**config.mk**
```make
export PLATFORM = sky130hd
export DESIGN_NAME = input_mem_reader
export DESIGN_NICKNAME = d
export VERILOG_FILES = /design/src/rtl/input_mem_reader.sv
export SDC_FILE = /design/constraint.sdc
export NUM_CORES = 1
export LEC_CHECK = 0
export CELL_PAD_IN_SITES_DETAIL_PLACEMENT = 0
export CELL_PAD_IN_SITES_GLOBAL_PLACEMENT = 2
export CORE_MARGIN = 5
export CORE_UTILIZATION = 36
export DETAILED_ROUTE_END_ITERATION = 10
export GPL_TIMING_DRIVEN = 0
export PLACE_DENSITY_LB_ADDON = 0.1
export SLEW_MARGIN = 30
export SYNTH_ARGS = -nofsm -noshare
export SYNTH_HDL_FRONTEND = slang
export SYNTH_SLANG_ARGS = --single-unit
```
**constraint.sdc**
```tcl
create_clock -name clk -period 4.7 [get_ports clk]
set_clock_uncertainty 0.15 [all_clocks]
set_input_delay 0.94 -clock clk [delete_from_list [all_inputs] [get_ports clk]]
set_output_delay 0.94 -clock clk [all_outputs]
set_load 0.01 [all_outputs]
```
**src/rtl/input_mem_reader.sv**
```systemverilog
// rtl/input_mem_reader.sv - burst read sequencer for the 64x8 input memory
// Issues reads on credit so that a small skid FIFO absorbs memory latency and stream backpressure.
module input_mem_reader #(
  parameter int ADDR_W = 6,
  parameter int DATA_W = 8,
  parameter int FIFO_D = 2
) (
  input  logic              clk,
  input  logic              rst,
  input  logic              start,
  input  logic [ADDR_W-1:0] base_ptr,
  input  logic [ADDR_W:0]   length,
  output logic [ADDR_W-1:0] rd_data_ptr,
  input  logic [DATA_W-1:0] mem_data,
  output logic [DATA_W-1:0] out_data,
  output logic              out_valid,
  input  logic              out_ready,
  output logic              out_last,
  output logic              busy,
  output logic              done
);

  localparam int IW = (FIFO_D > 1) ? $clog2(FIFO_D) : 1;
  localparam int CW = $clog2(FIFO_D + 1);

  localparam logic [1:0] S_IDLE  = 2'd0;
  localparam logic [1:0] S_READ  = 2'd1;
  localparam logic [1:0] S_DRAIN = 2'd2;

  logic [1:0]        r_state;
  logic [ADDR_W-1:0] r_rd_ptr;
  logic [ADDR_W:0]   r_remaining;
  logic [ADDR_W:0]   r_len;
  logic [ADDR_W:0]   r_beat_cnt;
  logic              r_inflight;
  logic              r_done;
  logic [DATA_W-1:0] r_fifo [FIFO_D];
  logic [IW-1:0]     r_wr_idx;
  logic [IW-1:0]     r_rd_idx;
  logic [CW-1:0]     r_count;

  logic          w_pop;
  logic          w_issue;
  logic          w_last;
  logic [CW:0]   w_credit;
  logic [IW-1:0] w_wr_nxt;
  logic [IW-1:0] w_rd_nxt;

  assign out_valid   = (r_count != '0);
  assign out_data    = r_fifo[r_rd_idx];
  assign w_last      = out_valid && (r_beat_cnt == r_len - 1'b1);
  assign out_last    = w_last;
  assign w_pop       = out_valid && out_ready;
  assign rd_data_ptr = r_rd_ptr;
  assign busy        = (r_state != S_IDLE);
  assign done        = r_done;

  // Occupancy the FIFO will reach once the outstanding read lands, net of this cycle's pop.
  assign w_credit = {1'b0, r_count} + {{CW{1'b0}}, r_inflight} - {{CW{1'b0}}, w_pop};
  assign w_issue  = (r_state == S_READ) && (r_remaining != '0) &&
                    (w_credit < (CW + 1)'(FIFO_D));

  assign w_wr_nxt = (r_wr_idx == IW'(FIFO_D - 1)) ? '0 : r_wr_idx + 1'b1;
  assign w_rd_nxt = (r_rd_idx == IW'(FIFO_D - 1)) ? '0 : r_rd_idx + 1'b1;

  always_ff @(posedge clk) begin
    if (rst) begin
      r_state     <= S_IDLE;
      r_rd_ptr    <= '0;
      r_remaining <= '0;
      r_len       <= '0;
      r_beat_cnt  <= '0;
      r_inflight  <= 1'b0;
      r_done      <= 1'b0;
      r_wr_idx    <= '0;
      r_rd_idx    <= '0;
      r_count     <= '0;
      for (int i = 0; i < FIFO_D; i++) r_fifo[i] <= '0;
    end else begin
      r_done     <= 1'b0;
      r_inflight <= w_issue;
      r_count    <= r_count + CW'(r_inflight) - CW'(w_pop);
      if (r_inflight) begin
        r_fifo[r_wr_idx] <= mem_data;
        r_wr_idx         <= w_wr_nxt;
      end
      if (w_pop) begin
        r_rd_idx   <= w_rd_nxt;
        r_beat_cnt <= r_beat_cnt + 1'b1;
      end
      if (w_issue) begin
        r_rd_ptr    <= r_rd_ptr + 1'b1;
        r_remaining <= r_remaining - 1'b1;
      end
      case (r_state)
        S_IDLE: begin
          if (start) begin
            if (length == '0) begin
              r_done <= 1'b1;
            end else begin
              r_state     <= S_READ;
              r_rd_ptr    <= base_ptr;
              r_remaining <= length;
              r_len       <= length;
              r_beat_cnt  <= '0;
            end
          end
        end
        S_READ: begin
          if ((r_remaining == '0) || (w_issue && (r_remaining == 1)))
            r_state <= S_DRAIN;
        end
        S_DRAIN: begin
          if (w_pop && w_last) begin
            r_state <= S_IDLE;
            r_done  <= 1'b1;
          end
        end
        default: r_state <= S_IDLE;
      endcase
    end
  end

endmodule

```
-- Word-level counts from Yosys, hierarchy flattened
Memories as Yosys holds them, arrays and structs flattened. A register that Yosys moved wholly into a read port is not among the register bits.
Index checks and enable logic that the tools add are counted.
- output and inout bits: 18
- word-level logic and storage cells: 80
- bits of input ports: 25
- memory bits (read-only): 0
- memories: 1
- bits in registers: 35
- latch bits: 0
- memory bits (writable): 16
- mux-type cells: 33
- order comparisons: 1
- equality and inequality tests: 8
- div/mod/pow operators: 0
- add/subtract/negate cells: 10
- bitwise logic cells: 1
- multipliers: 0
- reductions and logical operators: 16
- shift-type cells: 0
- memories (name ; depth ; bits a word ; read ports ; clocked after memory_dff ; wr ports ; RTL line ; text):
    r_fifo ; 2 ; 8 ; 1 ; 1 ; 2 ; 37 ; logic [DATA_W-1:0] r_fifo [FIFO_D];
- operators with widths (operator ; count):
    two-way mux 7 bit ; 8
    two-way mux 6 bit ; 4
    zero test 7 bit ; 2
    two-way mux 1 bit ; 14
    subtractor 7 x 1 -> 7 bit (second input constant) ; 2
    two-way mux 2 bit ; 4
    two-way mux 8 bit ; 1
    OR reduction 8 bit ; 1
    adder 7 x 1 -> 7 bit (second input constant) ; 1
    equality test 7 x 1 -> 1 bit (second input constant) ; 1
    equality test 7 bit ; 1
    nonzero test 7 bit ; 1
    adder 6 x 1 -> 6 bit (second input constant) ; 1
    logical AND 1 bit ; 6
    != test 2 bit (second input constant) ; 3
    one-hot mux 2 bit (3 select lines) ; 1
    AND reduction 4 bit ; 1
    nonzero test 2 bit ; 2
    adder 2 x 1 -> 3 bit ; 1
    < comparator 3 x 2 -> 1 bit (second input constant) ; 1
    AND reduction 3 bit ; 1
    subtractor 3 x 1 -> 3 bit ; 1
    adder 1 bit (second input constant) ; 2
    adder 2 x 1 -> 2 bit ; 1
    8 further kinds ; 8

-- Longest topological paths before layout
Gate-level depths: netlist (run 1).
- depth in word-level cells: 9
- gate-level depth with buffers: 12
- mapped depth without buffers: 11

-- Least setup slack after synthesis (run 1)
No wires, ideal clock.
- path kind: input to register
- start point: in out_ready
- end point: reg r_remaining[6]
- arrival time: 2.932 ns
- path buffers: 1
- stages: 12
- path slack: 1.497 ns
- required time: 4.429 ns
- library setup time: 0.121 ns
- path through: o21ai_1 > mux2i_1 > ha_1 > inv_1 > fa_1 > xnor2_1 > nand2_1 > a211oi_2 > buf_4 > nand2_1 > o311ai_1 > nand2_1
- longest elaborated chain between the ends: 8
- ends and longest elaborated chain (what ; RTL line ; text):
    start, declared ; 17 ; input logic out_ready,
    logical AND 1 bit * ; 53 ; assign w_pop = out_valid && out_ready;
    subtractor 3 x 1 -> 3 bit * ; 59 ; assign w_credit = {1'b0, r_count} + {{CW{1'b0}}, r_inflight} - {{CW{1'b0}}, w_pop};
    < comparator 3 x 2 -> 1 bit * ; 61 ; (w_credit < (CW + 1)'(FIFO_D));
    logical AND 1 bit * ; 60 ; assign w_issue = (r_state == S_READ) && (r_remaining != '0) &&
    two-way mux 7 bit * ; 91 ; if (w_issue) begin
    two-way mux 7 bit ; 98 ; if (length == '0) begin
    two-way mux 7 bit ; 97 ; if (start) begin
    two-way mux 7 bit * ; 95 ; case (r_state)
    end signal, assigned ; 93 ; r_remaining <= r_remaining - 1'b1;
    end signal, assigned ; 103 ; r_remaining <= length;
    end, declared ; 32 ; logic [ADDR_W:0] r_remaining;
Mark *: on every way between the ends. The rest lies on a longest branch, timed or not.
A chain may end at the register's enable or synchronous reset.

-- Final worst setup path (run 1)
- start point: reg r_len[0]
- end point: out out_last
- longest elaborated chain between the ends: 3
- ends and longest elaborated chain (what ; RTL line ; text):
    start, declared ; 33 ; logic [ADDR_W:0] r_len;
    start signal, assigned ; 104 ; r_len <= length;
    subtractor 7 x 1 -> 7 bit ; 51 ; assign w_last = out_valid && (r_beat_cnt == r_len - 1'b1);
    equality test 7 bit ; 51 ;
    logical AND 1 bit ; 51 ;
    end, declared ; 18 ; output logic out_last,
No other way between the ends.

==> results.md, run 1 <==
- Clock sinks: 52
- Share of the yosys chip area belonging to registers: between 40% and 50%
- First-pass GRT wire length: 8890 um
- Core Box Area: 7180 sq um
- Setup Buffers After CTS: 0
- Iter 0 DRT Violations: 37
- Vias in the first global route: 1863
- Setup crit end kind: output port
- Total power: between 1 and 1.5 mW
- Register area: 1200 sq um
- Cells after Synth: 260
- Largest net degree at the start of global routing: 18
- Cts hold-fix bufs: 0
- Slowest cell on the critical path: clkdlybuf4s50_1
- Overflow after GRT: 0
- Setup TNS: 0 ns
- Worst-margin pin slew: 0.860 ns
- Power per cell area: around 450 nW/um^2
- Initial antenna violation count: 0
- Die Area: between 9000 and 10000 sq um
- Post-synth top area cell: dfxtp_1
- Via count: 1899
- Wire length per cell: 13.2 um
- CP arrival: around 2.8 ns
- CP Launch Type: flip-flop
- IO buf count: 42
- Slowest stage delay, CP: 0.62 ns
- HPWL after detailed placement: approximately 4100 um
- Netlist cell types: 52
- Post-CTS Resized: 0
- Synth area leaders: dfxtp_1 28%, edfxtp_1 18%, xor2_1 5.4%, nand2_1 4.7%, and2_1 3.8%
- Unrepaired setup endpoints after global routing: false
- Yosys top cell area share: about 28%
- Run status: completed
- Leakage: ~1.2 nW
- CTS tree: yes
- CTS max path bufs: 2
- Syn_area_per_cell: approximately 10 sq um
- Routed vias/inst: roughly 4.6
- TritonCTS buffer count: 5
- Final max-slew violation count: 0
- FP Rows: 31
- Antenna cells: 0
- Fill cells: between 700 and 800
- CP max FO: 8
- Drt pass-1 iters: 4
- Worst hold path type: reg -> reg
- Synth async-reset ratio: 0%
- Syn_nets: 292
- Clk root buf: clkbuf_8
- Post-synthesis instance area: around 2600 sq um
- Remaining antenna violation count: 0
- Commonest non-fill, non-tap cells in the layout: 42 x clkdlybuf4s50_1, 36 x dfxtp_1, 33 x nand2_1
- Final worst slack: about 0.77 ns
- Final setup violation count: 0
- Layout cells sized above 1: about 14%
- Multi-input gate area: between 1000 and 1500 sq um
- Later-pin clock latency in the skew report: around 0.30 ns
- Worst-path clk slew: about 0.090 ns
- Total Routing Usage GR: 12.8%
- Starting density of the core: 36.4%
- Ys Warns: 0
- Placed cells: roughly 400
- Max VDD drop: about 0.21 mV
- Post-route non-filler standard cell count: a little over 400
- DP Worst Slack: roughly 0.62 ns
- Fmax: between 0.2 and 0.3 GHz
- Htree depth: 2
- # Max-Cap Violations: 0
- Most common cell after layout, fill and taps aside: clkdlybuf4s50_1
- Critical path cell sequence: inv_1 -> ha_1 -> buf_2 -> o21ba_2 -> a221oi_1 -> o211ai_1 -> a221oi_2 -> clkdlybuf4s50_1
- Hold Slack: ~0.33 ns
- Final worst path period need: 3.93 ns
- Die width: between 90 and 100 um
- Final Hold Vio Count: 0
- Setup Crit Path Kind: reg -> out
- Post-route DRC: 0
- DRT Wirelength: ~5400 um
- Chip Height: between 90 and 100 um
- Synth Register Bits: 52
- Final worst-path cycle share: 83.6%
- Worst path required time: 3.61 ns
- Placer Congestion: about 0.73
- Layout Nets: 341
- Number of flops mapped to enable cells by yosys: 16
- Worst relative slew slack: a little over two fifths
- IO Pins: 43
- Layout Area Growth over Synthesis: 25.4%
- Most frequently used flop master after synthesis: dfxtp_1
-- registers in the layout, summed over array words and instances (netlist names), named ones only --
signal       count
done             1
r_beat_cnt       7
r_count          2
r_fifo          16
r_inflight       1
r_len            7
r_rd_idx         1
r_remaining      7
r_state          2
r_wr_idx         1
rd_data_ptr      6
-- cell families after synthesis --
| logic type | share of synthesized area (%) |
|---|---|
| buffers and inverters | 4.55 |
| AND/OR/NAND/NOR | 22.2 |
| multiplexers | 4.22 |
| AO/OA/AOI/OAI | 10.6 |
| adder cells (fa/ha/maj) | 3.64 |
| flip-flops | 46.0 |
| XOR/XNOR | 8.72 |
-- synthesized netlist by cell type (4+ instances only) --
master and count:
nor2_1 20, mux2_2 8, ha_1 6, nand2_1 33, or3_1 4, nor3_1 6
a21oi_1 5, and2_1 16, xnor2_1 10, dfxtp_1 36, a211oi_2 4, o21ai_0 7
edfxtp_1 16, inv_1 10, xor2_1 16, nand3_1 4
-- final timing paths --
kind / start / endpoint / slack [ns] / depth (start not counted)
setup / recovery: r_len[0] / out_last / 0.77 / 8
setup reg to reg: r_count[1] / r_remaining[6] / 1.63 / 12
hold / removal: r_len[5] / r_len[5] / 0.33 / 2
hold reg to reg: r_len[5] / r_len[5] / 0.33 / 2
-- through the flow --
step	area, sq um	utilization [%]
2_1_floorplan	2610	-
3_3_place_gp	3160	44.0
3_5_place_dp	3160	44.0
4_1_cts	3270	45.6
5_1_grt	3280	45.6
6_report	3280	45.6
-- per-layer routing --
| layer | share of wire (%) | global-route usage [%] | up-vias |
|---|---|---|---|
| met4 | 1.3 | 4.33 | 0 |
| li1 | - | - | 990 |
| met1 | 49 | 17.3 | 873 |
| met5 | 0 | 0 | - |
| met2 | 47 | 20.3 | 30 |
| met3 | 3.4 | 2.76 | 6 |
-- cell type report --
cell class | count | area share (%)
plain buffers | 10 | 2.48
repair buffers | 42 | 12.8
clock inverters | 3 | 1.41
inverters | 10 | 1.15
multi-input cells | 188 | 39.6
flip-flops and latches | 52 | 36.7
well taps | 99 | 3.78
clock buffers | 5 | 2.10
-- power breakdown --
group | switching (mW) | total [mW] | leakage, nW | internal (mW)
Sequential | 0.0654 | 0.605 | 0.460 | 0.539
Clock | 0.149 | 0.310 | 0.0548 | 0.160
Combinational | 0.272 | 0.551 | 0.705 | 0.279
-- critical path: cells and delay by family, from the launching register on --
family / cells / cell delay [ns]
buf+inv: 3 / 0.88
compound gates: 4 / 1.04
fa+ha+maj: 1 / 0.19
flops: 1 / 0.42
(Power assumes the default switching activity.)
==> run 2, diff against run 1 <==
CORE_UTILIZATION = 33   (was 36)
clock period = 3.9 ns   (was 4.7 ns; I/O delays follow)
==> run 2 against run 1 <==
Net effect:
- wire length is 0.93% higher
- die area is 8.1% higher
- clock-buffer cell count stayed put
- largest power group unchanged
- critical endpoint is now r_remaining[6]
- final area is 0.23% higher
- cell count is 0.98% higher
- largest cell class unchanged
- sequential share of layout area is 0.084 points lower
- critical path type is now in -> reg
- first-iteration DRC count is 62% higher
- combinational power is 21% higher
- hold slack worse by 0.0056 ns
==> results.md, run 2 (same netlist as run 1, synthesis figures left out) <==
- Run status: completed
- IO buf count: 42 (unchanged)
- Max reg flops: 16 (unchanged)
- FP Rows: 32 (+3.2%)
- Via count: 1901 (+0.11%)
- Die Area: 9790 sq um (+8.1%)
- Fmax: between 0.2 and 0.3 GHz
- Routed vias/inst: 4.60 (-0.86%)
- DP Worst Slack: -0.0867 ns (-0.706 ns)
- Placer Congestion: 0.695 (-4.3%)
- Clock sinks: 52 (unchanged)
- Routed wl met2: 2470 um (-2.0%)
- Delay-heaviest family, CP: buffers and inverters
- Cts hold-fix bufs: 0 (unchanged)
- Commonest non-fill, non-tap cells in the layout: 42 x clkdlybuf4s50_1, 36 x dfxtp_1, 33 x nand2_1
- Antenna cells: 0 (unchanged)
- TritonCTS buffer count: 5 (unchanged)
- Final setup violation count: 0 (unchanged)
- Setup Crit Path Kind: in -> reg
- Critical path cell sequence: clkdlybuf4s50_1 -> o21ai_1 -> mux2i_1 -> ha_1 -> inv_1 -> fa_1 -> xnor2_1 -> nand2_1 -> a211oi_2 -> buf_4 -> nand2_1 -> o311ai_1 -> nand2_1
- Final worst slack: 0.233 ns (-0.537 ns)
- Layout Area Growth over Synthesis: 25.7%
- Clk root buf: clkbuf_8
- Final worst-path cycle share: 94.0%
- Final Hold Vio Count: 0 (unchanged)
- Multi-input gate area: 1300 sq um (unchanged)
- Post-CTS Resized: 0 (unchanged)
- DR WL met3: 196 um (+8.3%)
- Worst relative slew slack: 41.0% (-1.6 points)
- Unrepaired setup endpoints after global routing: false
- Htree depth: 2 (unchanged)
- # Max-Cap Violations: 0 (unchanged)
- Top reg by flops: r_fifo
- Setup Buffers After CTS: 0 (unchanged)
- Most common cell after layout, fill and taps aside: clkdlybuf4s50_1
- Slowest stage delay, CP: 0.51 ns (-0.11 ns)
- Register area: 1200 sq um (unchanged)
- Largest net degree at the start of global routing: 17 (-1)
- Wire length per cell: 13.2 um (about the same)
- DRT Wirelength: 5450 um (+0.93%)
- CP Launch Type: input pin
- Final max-slew violation count: 0 (unchanged)
- Remaining antenna violation count: 0 (unchanged)
- Most common cell on crit path: nand2_1
- Iter 0 DRT Violations: 60 (+62%)
- CP Buf/Inv Count: 3 (unchanged)
- Worst path required time: 3.95 ns (+0.34 ns)
- Final worst path period need: 3.67 ns
- Max VDD drop: 0.245 mV (+17%)
- Layout Nets: 342 (+0.29%)
- Leakage: 1.23 nW (+0.57%)
- Vias in the first global route: 1927 (+3.4%)
- Core Box Area: 7730 sq um (+7.7%)
- CP arrival: 3.72 ns (+0.88 ns)
- Die width: 99.0 um (+4.0%)
- Initial antenna violation count: 0 (unchanged)
- HPWL after detailed placement: 4150 um (+0.88%)
- Layout cells sized above 1: 13.8% (+0.28 points)
- CTS max path bufs: 2 (unchanged)
- First-pass GRT wire length: 9100 um (+2.4%)
- CP max FO: 10 (+2)
- Overflow after GRT: 0 (unchanged)
- Chip Height: 99.0 um (+4.0%)
- Worst-margin pin slew: 0.884 ns (+0.0238 ns)
- IO Pins: 43 (unchanged)
- Total Routing Usage GR: 11.4% (-1.4 points)
- Worst-path clk slew: 0.09 ns (about the same)
- Met1 WL: 2740 um (+4.1%)
- Fill cells: 768 (+9.1%)
- Setup crit end kind: flip-flop
- Drt pass-1 iters: 4 (unchanged)
- Worst hold path type: reg -> reg
- Final core occ: 42.5% (-3.2 points)
- Starting density of the core: 33.8% (-2.6 points)
- Later-pin clock latency in the skew report: 0.30 ns (about the same)
- CTS tree: yes
- Top Metal Used: met4
- Slowest cell on the critical path: clkdlybuf4s50_1
- Power per cell area: 538 nW/um^2 (+20%)
- Post-route DRC: 0 (unchanged)
-- run 2: cell type report --
class	count	share of cell area, %
Inverter	10	1.14
Sequential cell	52	36.6
Tap cell	102	3.89
Clock buffer	5	2.10
Multi-Input combinational cell	188	39.5
Timing Repair Buffer	43	13.0
Buffer	10	2.48
Clock inverter	3	1.30
-- run 2: path summary, 6_finish.rpt --
check	startpoint	to	slack [ns]	depth (start not counted)
worst max register to register	r_count[1]	r_remaining[6]	0.78	12
worst min register to register	r_len[5]	r_len[5]	0.32	2
worst max-delay path	out_ready	r_remaining[6]	0.23	13
worst min-delay path	r_len[5]	r_len[5]	0.32	2
-- run 2: layer usage --
layer	vias up	GRT usage, %
met4	0	3.15
li1	995	-
met1	871	15.7
met5	-	0
met2	31	18.1
met3	4	2.41
-- run 2: through the flow --
stage	TNS, ns	cells	cell area (sq um)	total power, mW	hold WS [ns]
5_1_grt	0	413	3280	1.89	0.376
3_5_place_dp	-0.0867	404	3160	1.42	0.315
2_1_floorplan	0	260	2610	1.18	0.296
6_report	0	413	3280	1.77	0.323
4_1_cts	0	412	3270	1.79	0.330
3_3_place_gp	-0.0933	404	3160	1.41	0.311
-- run 2: power breakdown --
group	switching [mW]	leakage (nW)	total [mW]	internal, mW
Sequential	0.0791	0.460	0.729	0.650
Combinational	0.332	0.713	0.669	0.337
Clock	0.179	0.0541	0.369	0.190
Total	0.591	1.23	1.77	1.18
-- run 2: worst min-delay path, cell delays in order (launching register included) --
cell	delay (ns)
dfxtp_1	0.34
nand2_1	0.06
nand2_1	0.04
